--- config.mk ---
export PLATFORM = sky130hd
export DESIGN_NAME = emergency_button_encoder
export DESIGN_NICKNAME = d
export VERILOG_FILES = /design/src/rtl/emergency_button_encoder.sv
export SDC_FILE = /design/constraint.sdc
export NUM_CORES = 1
export LEC_CHECK = 0
export CORE_MARGIN = 4
export CORE_UTILIZATION = 25
export DETAILED_ROUTE_END_ITERATION = 10
export GPL_TIMING_DRIVEN = 0
export SLEW_MARGIN = 25
export SYNTH_ARGS = -nofsm -noshare
export SYNTH_HDL_FRONTEND = slang
export SYNTH_SLANG_ARGS = --single-unit
--- constraint.sdc ---
create_clock -name clk -period 1.5 [get_ports clk]
set_clock_uncertainty 0.15 [all_clocks]
set_input_delay 0.45 -clock clk [delete_from_list [all_inputs] [get_ports clk]]
set_output_delay 0.45 -clock clk [all_outputs]
set_load 0.05 [all_outputs]
--- src/rtl/emergency_button_encoder.sv ---
// emergency_button_encoder: debounces the dashboard buttons, clear and shock inputs, priority-encodes
// button presses into the BE code and stretches shock events into a fixed-length SE pulse.
module emergency_button_encoder #(
    parameter int DB_CYCLES = 3,
    parameter int SE_HOLD   = 4
) (
    input  logic       clk,
    input  logic       reset,
    input  logic [4:0] BTN,
    input  logic       CLR,
    input  logic       GOLPE,
    output logic [2:0] BE,
    output logic       SE,
    output logic       VALID
);
    localparam logic IDLE   = 1'b0;
    localparam logic ACTIVE = 1'b1;
    logic [6:0] raw, db_q, db_d, dbd_q, rise_q;
    logic [7:0] cnt_q [7];
    logic [7:0] cnt_d [7];
    logic [7:0] secnt_q, secnt_d;
    logic [4:0] rb;
    logic [2:0] be_q, be_d, code;
    logic       state_q, state_d, valid_q, valid_d, se_q;
    // channel order: BTN[4:0], then CLR at 5, GOLPE at 6
    assign raw = {GOLPE, CLR, BTN};
    assign rb  = rise_q[4:0];
    always_comb begin
        db_d = db_q;
        for (int i = 0; i < 7; i++) begin
            cnt_d[i] = '0;
            if (raw[i] != db_q[i]) begin
                if (cnt_q[i] == 8'(DB_CYCLES - 1)) db_d[i] = raw[i];
                else cnt_d[i] = cnt_q[i] + 8'd1;
            end
        end
    end
    always_comb begin
        code    = rb[0] ? 3'd1 : rb[1] ? 3'd2 : rb[2] ? 3'd3 : rb[3] ? 3'd4 : 3'd5;
        be_d    = rise_q[5] ? 3'd0 : (|rb) ? code : be_q;
        state_d = rise_q[5] ? IDLE : (|rb) ? ACTIVE : state_q;
        valid_d = rise_q[5] | (|rb);
        secnt_d = rise_q[6] ? 8'(SE_HOLD) : (secnt_q != 8'd0) ? secnt_q - 8'd1 : secnt_q;
    end
    always_ff @(posedge clk) begin
        if (!reset) begin
            db_q    <= '0;
            dbd_q   <= '0;
            rise_q  <= '0;
            cnt_q   <= '{default: '0};
            secnt_q <= '0;
            se_q    <= 1'b0;
            be_q    <= '0;
            state_q <= IDLE;
            valid_q <= 1'b0;
        end else begin
            db_q    <= db_d;
            dbd_q   <= db_q;
            rise_q  <= db_q & ~dbd_q;
            cnt_q   <= cnt_d;
            secnt_q <= secnt_d;
            se_q    <= secnt_d != 8'd0;
            be_q    <= be_d;
            state_q <= state_d;
            valid_q <= valid_d;
        end
    end
    assign BE    = (state_q == ACTIVE) ? be_q : 3'd0;
    assign SE    = se_q;
    assign VALID = valid_q;
endmodule
==> impl_metrics.tcl, run 1 <==
set metrics [dict create \
    status "finished, violations left" \
    failed_checks "negative setup slack" \
    maxCapViolCount 0 \
    insertion_delay_ps 340 \
    cp_max_fo 2 \
    min-delay-start "dbd_q[4]" \
    period_minus_slack_ps 1570 \
    clk_pin_slew_ps 80 \
    ys_warn_count 0 \
    dr.pass1.iters 6 \
    powerDensity_nw_per_um2 1390 \
    p_leak_uw 0.00178 \
    cts_buffers 9 \
    wl_mm 6.88 \
    min_period_over_period 1.05 \
    synth_edf_count 0 \
    ios 14 \
    die_h_um 130 \
    vias 2680 \
    yosys.area.top_type_share 0.493 \
    crit_start "be_q[2]" \
    hold_ws_ps 219 \
    crit_path_top_delay_cell "dfxtp_1" \
    grt_pass1_vias 2694 \
    fmax_mhz 636 \
    cts_tree "yes" \
    antenna_found_initial 0 \
    drive_above_1_share 0.201 \
    hold_buffers 0 \
    ys_seq_area_frac 0.493 \
    ant_nets 0 \
    hold_violations 0 \
    ys_top_cells_by_area "dfxtp_1 49%, xor2_1 8.8%, nor2_1 7.6%" \
    area_growth_pct 28.3 \
    setup_slack_ps -71.5 \
    synth-main-ff-cell "dfxtp_1" \
    cts_num_sinks 91 \
    cts_buffer_depth 2 \
    synthCells 398 \
    post-dp-hpwl_mm 4.66 \
    cp-start-kind "flip-flop" \
    grtUsageTotal 0.0871 \
    setup_violations 7 \
    end_kind "output pin" \
    yosys-top-cells-count "91 x dfxtp_1, 75 x nor2_1, 43 x nand3_1, 37 x xor2_1, 23 x nand2_1" \
    yosys.cell_types.count 37 \
    gp_congestion 0.810 \
    async_flop_share 0 \
    syn_nets 423 \
    cts.htree.levels 3 \
    fp.coreArea_um2 14500 \
    overflow 0 \
    rr_startpoint "secnt_q[2]" \
    post_drt_wl_per_cell_um 11.1 \
    placed_area_um2 4060 \
    drcViolationCount 0 \
    placementRows 44 \
    dieArea_um2 16800 \
    grt_pass1_wl_mm 11.8 \
    syn_avg_cell_area_um2 9.29 \
    power_uw 6610 \
    drt_iter0_drc 116 \
    max_stage_delay_ps 340 \
    irDropWorstVdd_mv 0.635 \
    viasPerCell 4.32 \
    fp.dieW_um 130 \
    relSlewSlack 0.764 \
    finish.net_count 457 \
    path_cells "and2_4 > buf_8" \
    fillers 1524 \
    synth.cell_area_um2 3700 \
    cp.arrival_ps 970 \
    hp-class "reg2reg" \
    design_area_um2 4740 \
    rsz0062_at_grt "true" \
    tightest_slew_ps 351 \
    grt_max_degree 18 \
    port_buffers 13 \
    synth_top_area_cell "dfxtp_1" \
    cts_root_buf "clkbuf_16" \
    crit_type "reg2out" \
    ys_seq_elements 91 \
    required_ps 900 \
    initial_core_util 0.254 \
    n_antenna_cell 0 \
    drv_slew 0 \
    post-synth-top-count-cell "dfxtp_1" \
]
[state kept, by name, indices dropped and copies added (netlist names)]
register  count
cnt_q        56
secnt_q       8
db_q          7
dbd_q         7
rise_q        7
be_q          3
SE            1
VALID         1
state_q       1
[layout make-up]
type,instances,area [um^2],share of cell area
Clock buffer,9,225,0.0475
Sequential cell,91,1850,0.389
Timing Repair Buffer,24,233,0.0491
Inverter,11,41.3,0.00870
Multi-Input combinational cell,293,2100,0.442
Clock inverter,7,60.1,0.0127
Tap cell,184,230,0.0485
Buffer,2,12.5,0.00264
[stage by stage]
stage / instances / setup TNS (ps) / worst slack, ps / util
floorplan: 398 / 0 / 15.1 / -
CTS: 617 / -478 / -95.2 / 0.313
finish: 621 / -340 / -71.5 / 0.326
detailed placement: 595 / -62420 / -876 / 0.279
global placement: 595 / -59400 / -811 / 0.279
global route: 621 / -985 / -132 / 0.326
[cell usage in the layout (no fill, tap or decap), drive strengths merged, types with 2 or more instances in the layout]
| master | count |
|---|---|
| dfxtp | 91 |
| nor2 | 75 |
| nand3 | 43 |
| xor2 | 37 |
| nand2 | 24 |
| xnor2 | 18 |
| ha | 16 |
| buf | 16 |
| inv | 14 |
| nor3 | 11 |
| and3 | 11 |
| clkbuf | 11 |
| a21oi | 10 |
| and2 | 10 |
| nor2b | 7 |
| clkdlybuf4s50 | 7 |
| nor4b | 7 |
| clkinvlp | 3 |
| or3 | 3 |
| nor4 | 3 |
| nand3b | 2 |
| a211oi | 2 |
[where the power goes]
part / internal, uW / total [uW] / switching (uW) / leakage (uW)
sequential: 2600 / 2780 / 186 / 0.000743
combinational: 909 / 1700 / 792 / 0.000905
clock: 1150 / 2130 / 979 / 0.000131
[critical path, delay by kind of cell (launching register included)]
family	cells	cell delay [ps]
simple gates	1	160
buf+inv	1	140
flops	1	340
[logic make-up (layout without fill, tap and decap cells)]
| group | Yosys count | after routing | share of synthesized area |
|---|---|---|---|
| AND/OR/NAND/NOR | 202 | 202 | 0.270 |
| flip-flops | 91 | 91 | 0.493 |
| XOR/XNOR | 55 | 55 | 0.130 |
| AO/OA/AOI/OAI | 19 | 19 | 0.0335 |
| adder cells (fa/ha/maj) | 16 | 16 | 0.0542 |
| buffers and inverters | 14 | 53 | 0.0162 |
| multiplexers | 1 | 1 | 0.00271 |
[path summary, 6_finish.rpt]
kind | end | slack (ps) | depth (start not counted)
worst max-delay path | BE[2] | -70 | 2
worst min-delay path | rise_q[4] | 220 | 1
worst max register to register | SE | -60 | 5
worst min register to register | rise_q[4] | 220 | 1
[repair_timing]
action,4_1_cts,5_1_grt
setup endpoints to repair,86,69
pin swaps,7,11
endpoints found under the hold margin,0,0
gates resized for setup,76,34
buffers inserted,7,4
[layer usage]
layer  part of all wire  wire (um)  track usage
met1               0.48       3280        0.104
met5                  0          0            0
met4              0.013         87       0.0330
met3              0.026        181       0.0272
met2               0.49       3340        0.146
No activity file was read; power rests on OpenSTA's default activity.
==> run 2: changes to the inputs <==
Settings changed: CORE_MARGIN 4 to 3, DONT_BUFFER_PORTS set to 1.
==> run 2 against run 1 <==
- largest power group unchanged
- sequential power grew 2%
- non-clock buffer count is 16 lower
- the flow still finishes with violations (negative setup slack)
- utilization fell by 0.16 points
- clock-buffer cell count is 2 higher
- sequential share of layout area increased by 1.5 points
==> impl_metrics.tcl, run 2 (synthesis results as in run 1) <==
set metrics [dict create \
    dieArea_um2 16300 \
    drt_iter0_drc 65 \
    top_regs "cnt_q (56), secnt_q (8)" \
    placementRows 43 \
    cp_max_fo 3 \
    cts_buffers 9 \
    hold_violations 0 \
    relSlewSlack 0.566 \
    utilization 0.325 \
    n_antenna_cell 0 \
    required_ps 1530 \
    hp-class "in2reg" \
    grtUsageTotal 0.0893 \
    ios 14 \
    wl_mm 6.85 \
    final_common_cell "dfxtp_1" \
    register_area_um2 1860 \
    die_h_um 128 \
    overflow 0 \
    setup_violations 8 \
    grt_pass1_vias 2637 \
    drv_slew 0 \
    port_buffers 0 \
    maxCapViolCount 0 \
    failed_checks "negative setup slack" \
    grt_pass1_wl_mm 11.8 \
    cp.arrival_ps 1560 \
    post-dp-hpwl_mm 4.53 \
    grt_max_degree 14 \
    tightest_slew_ps 651 \
    fp.coreArea_um2 14100 \
    clk_pin_slew_ps 60 \
    largest_register_ffs 56 \
    insertion_delay_ps 330 \
    finish.net_count 441 \
    gr-max-usage-layer "met2" \
    ant_nets 0 \
    cts_buffer_depth 2 \
    fp.dieW_um 128 \
    drcViolationCount 0 \
    cp-start-kind "flip-flop" \
    p_leak_uw 0.00170 \
    multi_input_area_um2 2100 \
    period_minus_slack_ps 1540 \
    min_period_over_period 1.02 \
    powerDensity_nw_per_um2 1400 \
    largest-register "cnt_q" \
    irDropWorstVdd_mv 0.717 \
    dr.pass1.iters 4 \
    fmax_mhz 651 \
    cts.htree.levels 3 \
    hold_buffers 0 \
    end_kind "flip-flop" \
    cts_root_buf "clkbuf_16" \
    drive_above_1_share 0.208 \
    initial_core_util 0.261 \
    vias 2653 \
    cts_tree "yes" \
    design_area_um2 4600 \
    cts_num_sinks 91 \
    placed_area_um2 3920 \
    crit_type "reg2reg" \
    status "finished, violations left" \
    grtUsageMet3 0.0242 \
    fillers 1447 \
    hold_ws_ps 114 \
    rsz0062_at_grt "true" \
    post-place-ws_ps -233 \
    area_growth_pct 24.3 \
    viasPerCell 4.43 \
    setup_slack_ps -36.9 \
    antenna_found_initial 0 \
    use_met1 0.102 \
    post_drt_wl_per_cell_um 11.4 \
    grt_use_met2 0.153 \
    final_cell_mix "74 x dfxtp_1, 68 x nor2_1, 37 x xor2_1" \
    gp_congestion 0.823 \
]
-- run 2: changes by cell type in the layout (fill, tap and decap cells not counted), sizes merged --
cell           previous run  this run
clkbuf                   11        13
buf                      16         8
clkdlybuf4s50             7         0
dlygate4sd2               1         0
inv                      14        11
clkinv                    1         2
clkinvlp                  3         0
bufinv                    0         1
-- run 2: routing by layer --
metal  share of wire  vias to the layer above
met3           0.037                       14
li1                -                     1366
met4           0.021                        0
met5               0                        -
met1            0.45                     1245
met2            0.49                       28
-- run 2: what timing repair did --
item / in CTS / in global routing
setup endpoints to repair: 70 / 72
gates resized for setup: 41 / 46
pin swaps: 10 / 9
setup buffers: 6 / 2
-- run 2: report_power, final --
group / internal (uW) / switching [uW] / total (uW) / leakage (uW)
combinational: 773 / 676 / 1450 / 0.000814
sequential: 2600 / 234 / 2840 / 0.000745
clock: 1310 / 841 / 2150 / 0.000141
-- run 2: worst paths after layout --
check	from	cells after the start	endpoint	slack (ps)
setup / recovery	secnt_q[2]	5	SE	-40
hold / removal	BTN[0]	2	db_q[0]	110
setup reg to reg	secnt_q[2]	5	SE	-40
hold reg to reg	dbd_q[4]	1	rise_q[4]	230
-- run 2: metrics by stage --
| stage | setup TNS, ps | instances | total power [uW] |
|---|---|---|---|
| CTS | -174 | 597 | 6310 |
| global route | -746 | 599 | 6790 |
| detailed placement | -11590 | 578 | 3800 |
| finish | -140 | 599 | 6440 |
| floorplan | 0 | 398 | 3600 |
| global placement | -9700 | 578 | 3750 |
-- run 2: final cells by class --
type / instances / share of cell area
multi-input cells: 293 / 0.457
flip-flops and latches: 91 / 0.404
clock buffers: 11 / 0.0528
well taps: 180 / 0.0490
repair buffers: 8 / 0.0166
inverters: 11 / 0.0101
clock inverters: 3 / 0.00871
plain buffers: 2 / 0.00191
-- run 2: critical path, cell delays in order (launching register included) --
cell and delay, ps:
dfxtp_4 350, nor4_4 290, buf_4 170, nand3b_1 80, mux2i_1 210, a41oi_2 130
